**src/rtl/mux_scan_controller_if.sv**
```systemverilog
`default_nettype none
// ============================================================================
// Module      : mux_scan_controller_if
// Description : Control, mux-return and sample bus of the mux scan controller.
// Revision    : 1.0 - initial release
// ============================================================================
interface mux_scan_controller_if #(
    parameter int DWELL_W = 8,
    parameter int DATA_W  = 2
);
    logic               en;
    logic               manual;
    logic [1:0]         manual_sel;
    logic [3:0]         mask;
    logic [DWELL_W-1:0] dwell;
    logic [DATA_W-1:0]  mux_x;
    logic [1:0]         sel;
    logic [DATA_W-1:0]  sample;
    logic [1:0]         sample_ch;
    logic               sample_valid;
    logic               busy;

    modport master (
        input  en, manual, manual_sel, mask, dwell, mux_x,
        output sel, sample, sample_ch, sample_valid, busy
    );

    modport slave (
        output en, manual, manual_sel, mask, dwell, mux_x,
        input  sel, sample, sample_ch, sample_valid, busy
    );
endinterface
`default_nettype wire

```
**src/rtl/mux_scan_controller.sv**
```systemverilog
`default_nettype none
// ============================================================================
// Module      : mux_scan_controller
// Description : Steps a 4:1 mux select with per-channel settle time and
//               captures the returned data as a channel-tagged sample.
// Revision    : 1.0 - initial release
// ============================================================================
module mux_scan_controller #(
    parameter int DWELL_W = 8,
    parameter int DATA_W  = 2
) (
    input  logic                  clk,
    input  logic                  rst,
    mux_scan_controller_if.master bus
);
    localparam logic [1:0] c_IDLE    = 2'd0;
    localparam logic [1:0] c_SETTLE  = 2'd1;
    localparam logic [1:0] c_CAPTURE = 2'd2;

    logic [1:0]         r_state;
    logic [DWELL_W-1:0] r_cnt;
    logic [1:0]         r_sel;
    logic [DATA_W-1:0]  r_sample;
    logic [1:0]         r_sample_ch;
    logic               r_valid;
    logic               r_busy;

    logic [1:0]         w_state;
    logic [DWELL_W-1:0] w_cnt;
    logic [1:0]         w_sel;
    logic [DATA_W-1:0]  w_sample;
    logic [1:0]         w_sample_ch;
    logic               w_valid;
    logic               w_run;
    logic [1:0]         w_pick;

    // First enabled channel after cur, wrapping back to cur itself last.
    function automatic logic [1:0] f_next_ch(input logic [1:0] cur, input logic [3:0] m);
        logic [1:0] ch;
        f_next_ch = cur;
        for (int i = 4; i >= 1; i--) begin
            ch = cur + 2'(i);
            if (m[ch]) f_next_ch = ch;
        end
    endfunction

    assign w_run = bus.en && (bus.manual || (bus.mask != 4'd0));

    always_comb begin
        w_state     = r_state;
        w_cnt       = r_cnt;
        w_sel       = r_sel;
        w_sample    = r_sample;
        w_sample_ch = r_sample_ch;
        w_valid     = 1'b0;
        w_pick      = 2'd0;
        case (r_state)
            c_IDLE: begin
                if (w_run) begin
                    // Searching from channel 3 makes channel 0 the first candidate.
                    w_pick  = f_next_ch(2'd3, bus.mask);
                    w_sel   = bus.manual ? bus.manual_sel : w_pick;
                    w_cnt   = '0;
                    w_state = c_SETTLE;
                end
            end
            c_SETTLE: begin
                if (!w_run) begin
                    w_state = c_IDLE;
                end else if (r_cnt >= bus.dwell) begin
                    w_state = c_CAPTURE;
                end else begin
                    w_cnt = r_cnt + DWELL_W'(1);
                end
            end
            c_CAPTURE: begin
                if (!w_run) begin
                    w_state = c_IDLE;
                end else begin
                    w_pick      = f_next_ch(r_sel, bus.mask);
                    w_sample    = bus.mux_x;
                    w_sample_ch = r_sel;
                    w_valid     = 1'b1;
                    w_sel       = bus.manual ? bus.manual_sel : w_pick;
                    w_cnt       = '0;
                    w_state     = c_SETTLE;
                end
            end
            default: begin
                w_state = c_IDLE;
            end
        endcase
    end

    always_ff @(posedge clk) begin
        if (rst) begin
            r_state     <= c_IDLE;
            r_cnt       <= '0;
            r_sel       <= 2'd0;
            r_sample    <= '0;
            r_sample_ch <= 2'd0;
            r_valid     <= 1'b0;
            r_busy      <= 1'b0;
        end else begin
            r_state     <= w_state;
            r_cnt       <= w_cnt;
            r_sel       <= w_sel;
            r_sample    <= w_sample;
            r_sample_ch <= w_sample_ch;
            r_valid     <= w_valid;
            r_busy      <= (w_state != c_IDLE);
        end
    end

    assign bus.sel          = r_sel;
    assign bus.sample       = r_sample;
    assign bus.sample_ch    = r_sample_ch;
    assign bus.sample_valid = r_valid;
    assign bus.busy         = r_busy;
endmodule
`default_nettype wire

```
**src/flat_wrapper.sv**
```systemverilog
// flat-port wrapper written by rule: the top's interface ports become plain ports
module mux_scan_controller_flat 
#(
    parameter int DWELL_W = 8,
    parameter int DATA_W  = 2
)
  (clk, rst, bus_en, bus_manual, bus_manual_sel, bus_mask, bus_dwell, bus_mux_x, bus_sel, bus_sample, bus_sample_ch, bus_sample_valid, bus_busy);
  mux_scan_controller_if #(.DWELL_W(DWELL_W), .DATA_W(DATA_W)) bus_i ();
  input  logic clk;
  input  logic rst;
  input wire logic [$bits(bus_i.en)-1:0] bus_en;
  input wire logic [$bits(bus_i.manual)-1:0] bus_manual;
  input wire logic [$bits(bus_i.manual_sel)-1:0] bus_manual_sel;
  input wire logic [$bits(bus_i.mask)-1:0] bus_mask;
  input wire logic [$bits(bus_i.dwell)-1:0] bus_dwell;
  input wire logic [$bits(bus_i.mux_x)-1:0] bus_mux_x;
  output wire logic [$bits(bus_i.sel)-1:0] bus_sel;
  output wire logic [$bits(bus_i.sample)-1:0] bus_sample;
  output wire logic [$bits(bus_i.sample_ch)-1:0] bus_sample_ch;
  output wire logic [$bits(bus_i.sample_valid)-1:0] bus_sample_valid;
  output wire logic [$bits(bus_i.busy)-1:0] bus_busy;
  assign bus_i.en = bus_en;
  assign bus_i.manual = bus_manual;
  assign bus_i.manual_sel = bus_manual_sel;
  assign bus_i.mask = bus_mask;
  assign bus_i.dwell = bus_dwell;
  assign bus_i.mux_x = bus_mux_x;
  assign bus_sel = bus_i.sel;
  assign bus_sample = bus_i.sample;
  assign bus_sample_ch = bus_i.sample_ch;
  assign bus_sample_valid = bus_i.sample_valid;
  assign bus_busy = bus_i.busy;
  mux_scan_controller #(.DWELL_W(DWELL_W), .DATA_W(DATA_W)) u_core (.clk(clk), .rst(rst), .bus(bus_i));
endmodule
```
**config.mk**
```make
export PLATFORM = sky130hd
export DESIGN_NAME = mux_scan_controller_flat
export DESIGN_NICKNAME = d
export VERILOG_FILES = /design/src/rtl/mux_scan_controller_if.sv /design/src/rtl/mux_scan_controller.sv /design/src/flat_wrapper.sv
export SDC_FILE = /design/constraint.sdc
export NUM_CORES = 1
export LEC_CHECK = 0
export ABC_AREA = 1
export CELL_PAD_IN_SITES_DETAIL_PLACEMENT = 0
export CELL_PAD_IN_SITES_GLOBAL_PLACEMENT = 2
export CORE_ASPECT_RATIO = 0.6
export CORE_UTILIZATION = 24
export DETAILED_ROUTE_END_ITERATION = 12
export GPL_TIMING_DRIVEN = 0
export PLACE_DENSITY_LB_ADDON = 0.05
export SLEW_MARGIN = 20
export SYNTH_ARGS = -nofsm -noshare
export SYNTH_HDL_FRONTEND = slang
export SYNTH_SLANG_ARGS = --single-unit
```
**constraint.sdc**
```tcl
create_clock -name clk -period 1.55 [get_ports clk]
set_input_delay 0.3875 -clock clk [delete_from_list [all_inputs] [get_ports clk]]
set_output_delay 0.3875 -clock clk [all_outputs]
set_load 0.01 [all_outputs]
```
# After elaboration in Yosys (flattened, before gate mapping)

Cells that the tools add are included.

Add/subtract/negate cells: 4
Multipliers: 0
Divide/modulo/power cells: 0
$lt $le $gt $ge: 4
Equal/unequal tests: 8
Shift-type cells: 0
Muxes and demuxes: 27
Bitwise gates (word level): 1
Reductions and logical operators: 12

Operators by type and width:

| operator                                                               | count |
|---|---|
| 2-bit 2-to-1 mux                                                       | 12 |
| 8-bit 2-to-1 mux                                                       | 3 |
| 8-bit case mux with 2 select lines                                     | 1 |
| 2-bit by 3-bit < comparator with 1-bit output (second input constant)  | 3 |
| 8-bit by 1-bit adder with 8-bit output (second input constant)         | 1 |
| 8-bit greater-or-equal comparator                                      | 1 |
| 2-bit by 1-bit != test with 1-bit output (second input constant)       | 4 |
| 4-bit AND reduction                                                    | 2 |
| 1-bit binary-select mux with 2-bit select                              | 3 |
| 1-bit 2-to-1 mux                                                       | 6 |
| 2-bit case mux with 3 select lines                                     | 1 |
| 2-bit nonzero test                                                     | 3 |
| 5-bit by 2-bit != test with 1-bit output (second input constant)       | 1 |
| 2-bit adder (second input constant)                                    | 2 |
| 2-bit case mux with 2 select lines                                     | 1 |
| 4-bit nonzero test                                                     | 1 |
| 2-bit OR reduction                                                     | 2 |
| 2-bit by 1-bit adder with 2-bit output (second input constant)         | 1 |
| 2-bit by 1-bit equality test with 1-bit output (second input constant) | 1 |
| 2-bit equality test (second input constant)                            | 1 |
| 2-bit logical NOT                                                      | 1 |
| 2-bit != test (second input constant)                                  | 1 |
| 2-bit AND reduction                                                    | 1 |
| 1-bit logical AND                                                      | 1 |
| other kinds (2)                                                        | 2 |

Register bits after elaboration: 18
Bits in latches: 0
RAM bits: 0
Bits in read-only memories: 0
Output and inout bits: 8
Logic and storage cells: 63
Memories kept: 0

# Longest topological paths before layout

Gate-level depths: netlist of run 1.

Depth after elaboration: 9
Gate-level depth with buffers: 13

# Worst setup path after synthesis of run 1

No wires, ideal clock.

Path type: input -> register
From: in bus_dwell[7]
To: reg u_core.r_cnt[0]
Arrival: 1.483 ns
Slack: -0.049 ns
Cell stages on the path: 9
Buffers on the path: 0
Cell sequence: inv_1 ha_1 a21o_1 nor2_1 nand3_4 nand2_4 inv_2 nor2_1 nor2_1

Cells in the longest elaborated chain, start to end: 3

Ends and longest elaborated chain:

| element                              | RTL line                   | RTL |
|---|---|---|
| start: declaration                   | flat_wrapper.sv:15         | `input wire logic [$bits(bus_i.dwell)-1:0] bus_dwell;` |
| 8-bit greater-or-equal comparator    | mux_scan_controller.sv:70  | `end else if (r_cnt >= bus.dwell) begin` |
| 2-bit != test (no source line)       | -                          |  |
| 4-bit AND reduction (no source line) | -                          |  |
| end signal: assignment               | mux_scan_controller.sv:106 | `r_cnt <= w_cnt;` |
| end: declaration                     | mux_scan_controller.sv:21  | `logic [DWELL_W-1:0] r_cnt;` |

Every way passes these cells.
A chain may end at the register's enable or synchronous reset.

# Final worst setup path of run 1

From: in bus_dwell[5]
To: reg u_core.r_cnt[0]

The elaborated chain is that of the path after synthesis.

==> results.cfg, run 1 <==
[timing]
final_max_slew_viol_count = 0
max_slew_margin_pct = 64.56
setup_tns_ns = -0.09385
setup_viol = 9
max_slew.worst_pin.slew_ns = 0.5315
period_needed_ns = 1.572
whs_ns = 0.4659
max_freq_mhz = 636.0
hold_violations = 0
finClkSkew_ns = 0.006899
period_share_pct = 101.4
fin_ws_ns = -0.02239
rsz0062_at_grt = yes

[grt]
grt_usage_pct = 14.21
grt_pass1_vias = 1317
overflow = 0
grt_max_degree = 11
antenna_found_initial = 0
grt_pass1_wl_um = 6451

[power_and_ir_drop]
power_frac_clock_pct = 33.5
p_comb_share_pct = 25.3
internal-power_mw = 0.8152
power_switching_share_pct = 30.47
p_per_area_nw_per_um2 = 582.0
total_leakage_power_nw = 0.9144
power.switching_mw = 0.3573
power_mw = 1.172
ir_drop_uv = 268.8
power_frac_seq_pct = 41.2

[routing]
ant_nets = 0
wire_per_inst_um = 12.49
drtPass1Iterations = 8
wirelength_um = 3884
first_iter_violations = 24
dr_total_vias = 1378
drc = 2
avgViaCountPerCell = 4.431

[clocking]
cts_root_buf = clkbuf_8
clkTransAtPathRegs_ns = 0.08
numCtsBuffers = 3
clk_latency_ns = 0.26
htreeDepth = 1
postCtsHoldBufs = 0
cts_sinks = 18
clk_path_buf_depth = 2
cts_tree = done

[logic_synthesis]
synth_top_cell_by_area = dfxtp_1
async_flop_share_pct = 0
yosysUniqueCellTypes = 26
synth.most_common_cell = nand2_1
synth.top_cell.area_share_pct = 27.20
syn-cell-area_um2 = 1325
synth_common_cells = 65 x nand2_1, 24 x inv_1, 23 x nor2_1, 22 x nand3_1, 18 x dfxtp_1
syn_nets = 237
synth_area_per_cell_um2 = 6.370
syn_inst = 208
ys_ff_latch = 18
yosys_warnings = 0
synth_ff_type = dfxtp_1
synth_edf_count = 0
synth_area_leaders = dfxtp_1 27%, nand2_1 18%, ha_1 8.5%, nand3_1 8.3%, inv_1 6.8%
ys_seq_area_share_pct = 27.20

[worst_setup_path]
slowest_delay_ns = 0.24
worstSetupStartpointType = primary input
crit_arrival_ns = 1.73
critPathMaxFanout = 7
crit_type = in -> reg
path_common_cell = nor2_4
critical-path-slowest-cell = dlygate4sd2_1
critical_path.cell_chain = dlygate4sd2_1 -> inv_2 -> ha_4 -> a21oi_4 -> nor2_4 -> nor2_4 -> nand3_4 -> nand2_8 -> inv_8 -> nor2_4 -> nor2_1
cp-end-kind = flip-flop
cp_data_required_time_ns = 1.71

[layout]
area_delta_synth_final_pct = 52.03
fill_cells = 555
antenna_cells = 0
nNetsFinal = 275
seq_area_um2 = 380.4
drive_above_1_share_pct = 31.02
multi_input_area_um2 = 1050

[placement]
numPortBuffers = 27
dp_slack_ns = -0.6807
gp_congestion = 0.8369
hpwlAfterDp_um = 2893

[floorplanning]
die_x_um = 97.93
start_util_pct = 25.58
row_count = 20
ioPinCount = 28
core-area_um2 = 5180
design.die.area_um2 = 5832
die_h_um = 59.56

[job]
max-cap-violations = 0

[status]
violations = DRC, setup timing
status = finished with violations

[min_path]
hp-class = reg -> reg
-- power groups by stage --
stage	combinational, mW	sequential [mW]	clock [mW]
after floorplan	0.142	0.497	0
after global placement	0.251	0.498	0
after detailed placement	0.254	0.498	0
after CTS	0.273	0.484	0.408
after global routing	0.334	0.484	0.429
final	0.296	0.483	0.393
-- worst max-delay path: cells and delay by family --
kind | cells | cell delay, ns
compound gates | 1 | 0.15
simple gates | 6 | 0.64
buf+inv | 3 | 0.35
fa+ha+maj | 1 | 0.20
-- sequential cells by signal, summed over array words and instances, names as in the netlist --
register and count:
u_core.bus.busy 1, u_core.r_cnt 8, u_core.bus.sample_ch 2, u_core.r_state 2
u_core.bus.sel 2, u_core.bus.sample_valid 1, u_core.bus.sample 2
-- stage by stage --
stage          cells  util, %  cell area [µm²]
6_report         311    38.89             2014
5_1_grt          311    38.89             2014
4_1_cts          311    36.64             1898
3_5_place_dp     301    32.44             1680
3_3_place_gp     301    32.44             1680
2_1_floorplan    208        -             1328
-- area by class of cell --
type / count / share of cell area (%)
repair buffers: 33 / 15.34
flip-flops and latches: 18 / 18.88
multi-input cells: 158 / 52.11
well taps: 66 / 4.099
plain buffers: 2 / 0.5590
clock buffers: 4 / 2.733
inverters: 30 / 6.273
-- cell families (layout without fill, tap and decap cells) --
group	Yosys count	count (layout)	synth area share, %
buf+inv	32	69	9.632
xor+xnor	3	3	1.983
flops	18	18	27.20
compound gates	18	18	7.460
fa+ha+maj	9	9	8.499
simple gates	128	128	45.23
-- per-layer routing --
layer  track usage [%]  vias to the layer above  routed length (µm)
li1                  -                      740                   -
met1             20.81                      616                2187
met2             21.03                       20                1537
met3             3.538                        2                 145
met4             2.597                        0                  13
met5                 0                        -                   0
-- repair_timing --
item / CTS / global route
setup endpoints to repair: 14 / 16
resized for setup: 48 / 40
pin swaps: 24 / 19
buffers inserted: 6 / 0
-- layout by cell type (no fill, tap or decap), drive strengths merged --
cell	count
a21o	1
a21oi	13
buf	7
clkbuf	6
clkdlybuf4s15	3
clkdlybuf4s50	10
clkinv	1
dfxtp	18
dlygate4sd2	10
dlymetal6s2s	3
ha	9
inv	29
nand2	68
nand3	24
nand4	6
nor2	27
nor3	1
nor3b	2
o21ai	3
o21bai	1
xnor2	1
xor2	2
-- final timing paths --
check	startpoint	endpoint	slack (ns)	cells past startpoint
worst max-delay path	bus_dwell[5]	u_core.r_cnt[0]	-0.02	11
worst min-delay path	u_core.bus.sample[0]	u_core.bus.sample[0]	0.47	2
worst max register to register	u_core.r_cnt[3]	u_core.r_cnt[0]	0.01	11
worst min register to register	u_core.bus.sample[0]	u_core.bus.sample[0]	0.47	2
Note: power is estimated with default switching activity, not from simulation.
==> run 2, diff against run 1 <==
--- a/config.mk
+++ b/config.mk
@@ -8,7 +8,6 @@
 export ABC_AREA = 1
 export CELL_PAD_IN_SITES_DETAIL_PLACEMENT = 0
 export CELL_PAD_IN_SITES_GLOBAL_PLACEMENT = 2
-export CORE_ASPECT_RATIO = 0.6
 export CORE_UTILIZATION = 24
 export DETAILED_ROUTE_END_ITERATION = 12
 export GPL_TIMING_DRIVEN = 0
==> results.cfg, run 2 (synthesis results as in run 1) <==
[job]
max-cap-violations = 0

[timing]
finClkSkew_ns = 0.003638
max_freq_mhz = 635.4
max_slew_margin_pct = 75.83
fin_ws_ns = -0.02389
hold_violations = 0
whs_ns = 0.4632
rsz0062_at_grt = yes
period_needed_ns = 1.574
period_share_pct = 101.5
final_max_slew_viol_count = 0
setup_viol = 1
max_slew.worst_pin.slew_ns = 0.3622

[placement]
numPortBuffers = 27
hpwlAfterDp_um = 2752
gp_congestion = 0.7843
place_area_um2 = 1685

[floorplanning]
die_x_um = 76.30
core-area_um2 = 5205
die_h_um = 76.30
ioPinCount = 28
design.die.area_um2 = 5822
start_util_pct = 25.46
row_count = 26

[worst_setup_path]
slowest_delay_ns = 0.41
cp-end-kind = flip-flop
critical-path-slowest-cell = dfxtp_1
critPathMaxFanout = 5
critPathBufInv = 1
critical_path.cell_chain = ha_4 -> a21oi_2 -> nor2_2 -> nor2_4 -> nand3_4 -> buf_6 -> o21bai_1 -> a21oi_1
critical-path-top-delay-family = flip-flops
cp_data_required_time_ns = 1.70
crit_type = reg -> reg
worstSetupStartpointType = flip-flop
crit_arrival_ns = 1.72

[clocking]
clk_latency_ns = 0.25
cts_root_buf = clkbuf_8
postCtsHoldBufs = 0
cts_tree = done
htreeDepth = 1
numCtsBuffers = 3
clk_path_buf_depth = 2
clkTransAtPathRegs_ns = 0.07
cts_sinks = 18

[layout]
largest-register = u_core.r_cnt
antenna_cells = 0
largest_register_ffs = 8
nNetsFinal = 278
area_delta_synth_final_pct = 53.92
fin_area_um2 = 2039
drive_above_1_share_pct = 30.24
fill_cells = 572
final_common_cell = nand2_1
mostFrequentLayoutCells = 59 x nand2_1, 19 x inv_1, 17 x nand3_1, 17 x nor2_1, 10 x dfxtp_1
fin_util_pct = 39.18
multi_input_area_um2 = 1030
seq_area_um2 = 382.9

[routing]
first_iter_violations = 57
avgViaCountPerCell = 4.399
wire_per_inst_um = 11.47
wirelength_um = 3646
ant_nets = 0
drc = 0
dr_total_vias = 1399
drtPass1Iterations = 4

[status]
violations = setup timing
status = finished with violations

[grt]
antenna_found_initial = 0
overflow = 0
grt_pass1_vias = 1363
grt_max_degree = 11
grt_pass1_wl_um = 6196
grt_usage_pct = 13.07

[power_and_ir_drop]
p_comb_share_pct = 25.3
power.switching_mw = 0.3516
power_frac_clock_pct = 33.5
total_leakage_power_nw = 0.9484
internal-power_mw = 0.8173
ir_drop_uv = 291.5
power_frac_seq_pct = 41.2
p_per_area_nw_per_um2 = 573.1
power_switching_share_pct = 30.08

[min_path]
hp-class = reg -> reg
==> run 2: path summary, 6_finish.rpt <==
kind                                           start              endpoint  slack, ns  cells past startpoint
worst min register to register  u_core.bus.sample[0]  u_core.bus.sample[0]       0.46                      2
worst max-delay path                 u_core.r_cnt[5]       u_core.r_cnt[5]      -0.02                      8
worst max register to register       u_core.r_cnt[5]       u_core.r_cnt[5]      -0.02                      8
worst min-delay path            u_core.bus.sample[0]  u_core.bus.sample[0]       0.46                      2
==> run 2: final cells by class <==
| class | count | share of cell area, % |
|---|---|---|
| buffer | 2 | 0.6135 |
| tap | 70 | 4.294 |
| clock buffer | 4 | 2.699 |
| sequential | 18 | 18.77 |
| inverter | 30 | 6.196 |
| multi-input combinational | 158 | 50.49 |
| timing repair buffer | 36 | 16.93 |
==> run 2: through the flow <==
stage	setup TNS [ns]	power (mW)	setup slack (ns)	std cells
finish	-0.02389	1.169	-0.02389	318
detailed placement	-8.753	0.7503	-0.7022	305
floorplan	0	0.6384	0.008084	208
global route	-0.4976	1.252	-0.09359	318
global placement	-8.513	0.7488	-0.6833	305
CTS	-0.1682	1.170	-0.05360	316
==> run 2: tightest hold or removal path: stages (launching register included) <==
cell     delay (ns)
dfxtp_1        0.31
nand2_1        0.06
a21oi_1        0.05
==> run 2: layer usage <==
layer / GRT usage [%] / wire length (µm)
met5: 0 / 0
met4: 3.654 / 17
met3: 1.677 / 97
met2: 21.80 / 1679
met1: 17.54 / 1851
==> run 2: repair_timing <==
action	CTS	global route
setup endpoints to repair	14	16
gates resized for setup	53	33
cloned	0	0
setup buffers	7	2
pin swaps	25	20
==> run 2: power by group through the flow <==
| stage | registers [mW] | clock network [mW] | logic (mW) |
|---|---|---|---|
| CTS | 0.482 | 0.410 | 0.278 |
| floorplan | 0.497 | 0 | 0.142 |
| global placement | 0.498 | 0 | 0.251 |
| global route | 0.483 | 0.435 | 0.333 |
| finish | 0.481 | 0.392 | 0.296 |
| detailed placement | 0.498 | 0 | 0.252 |
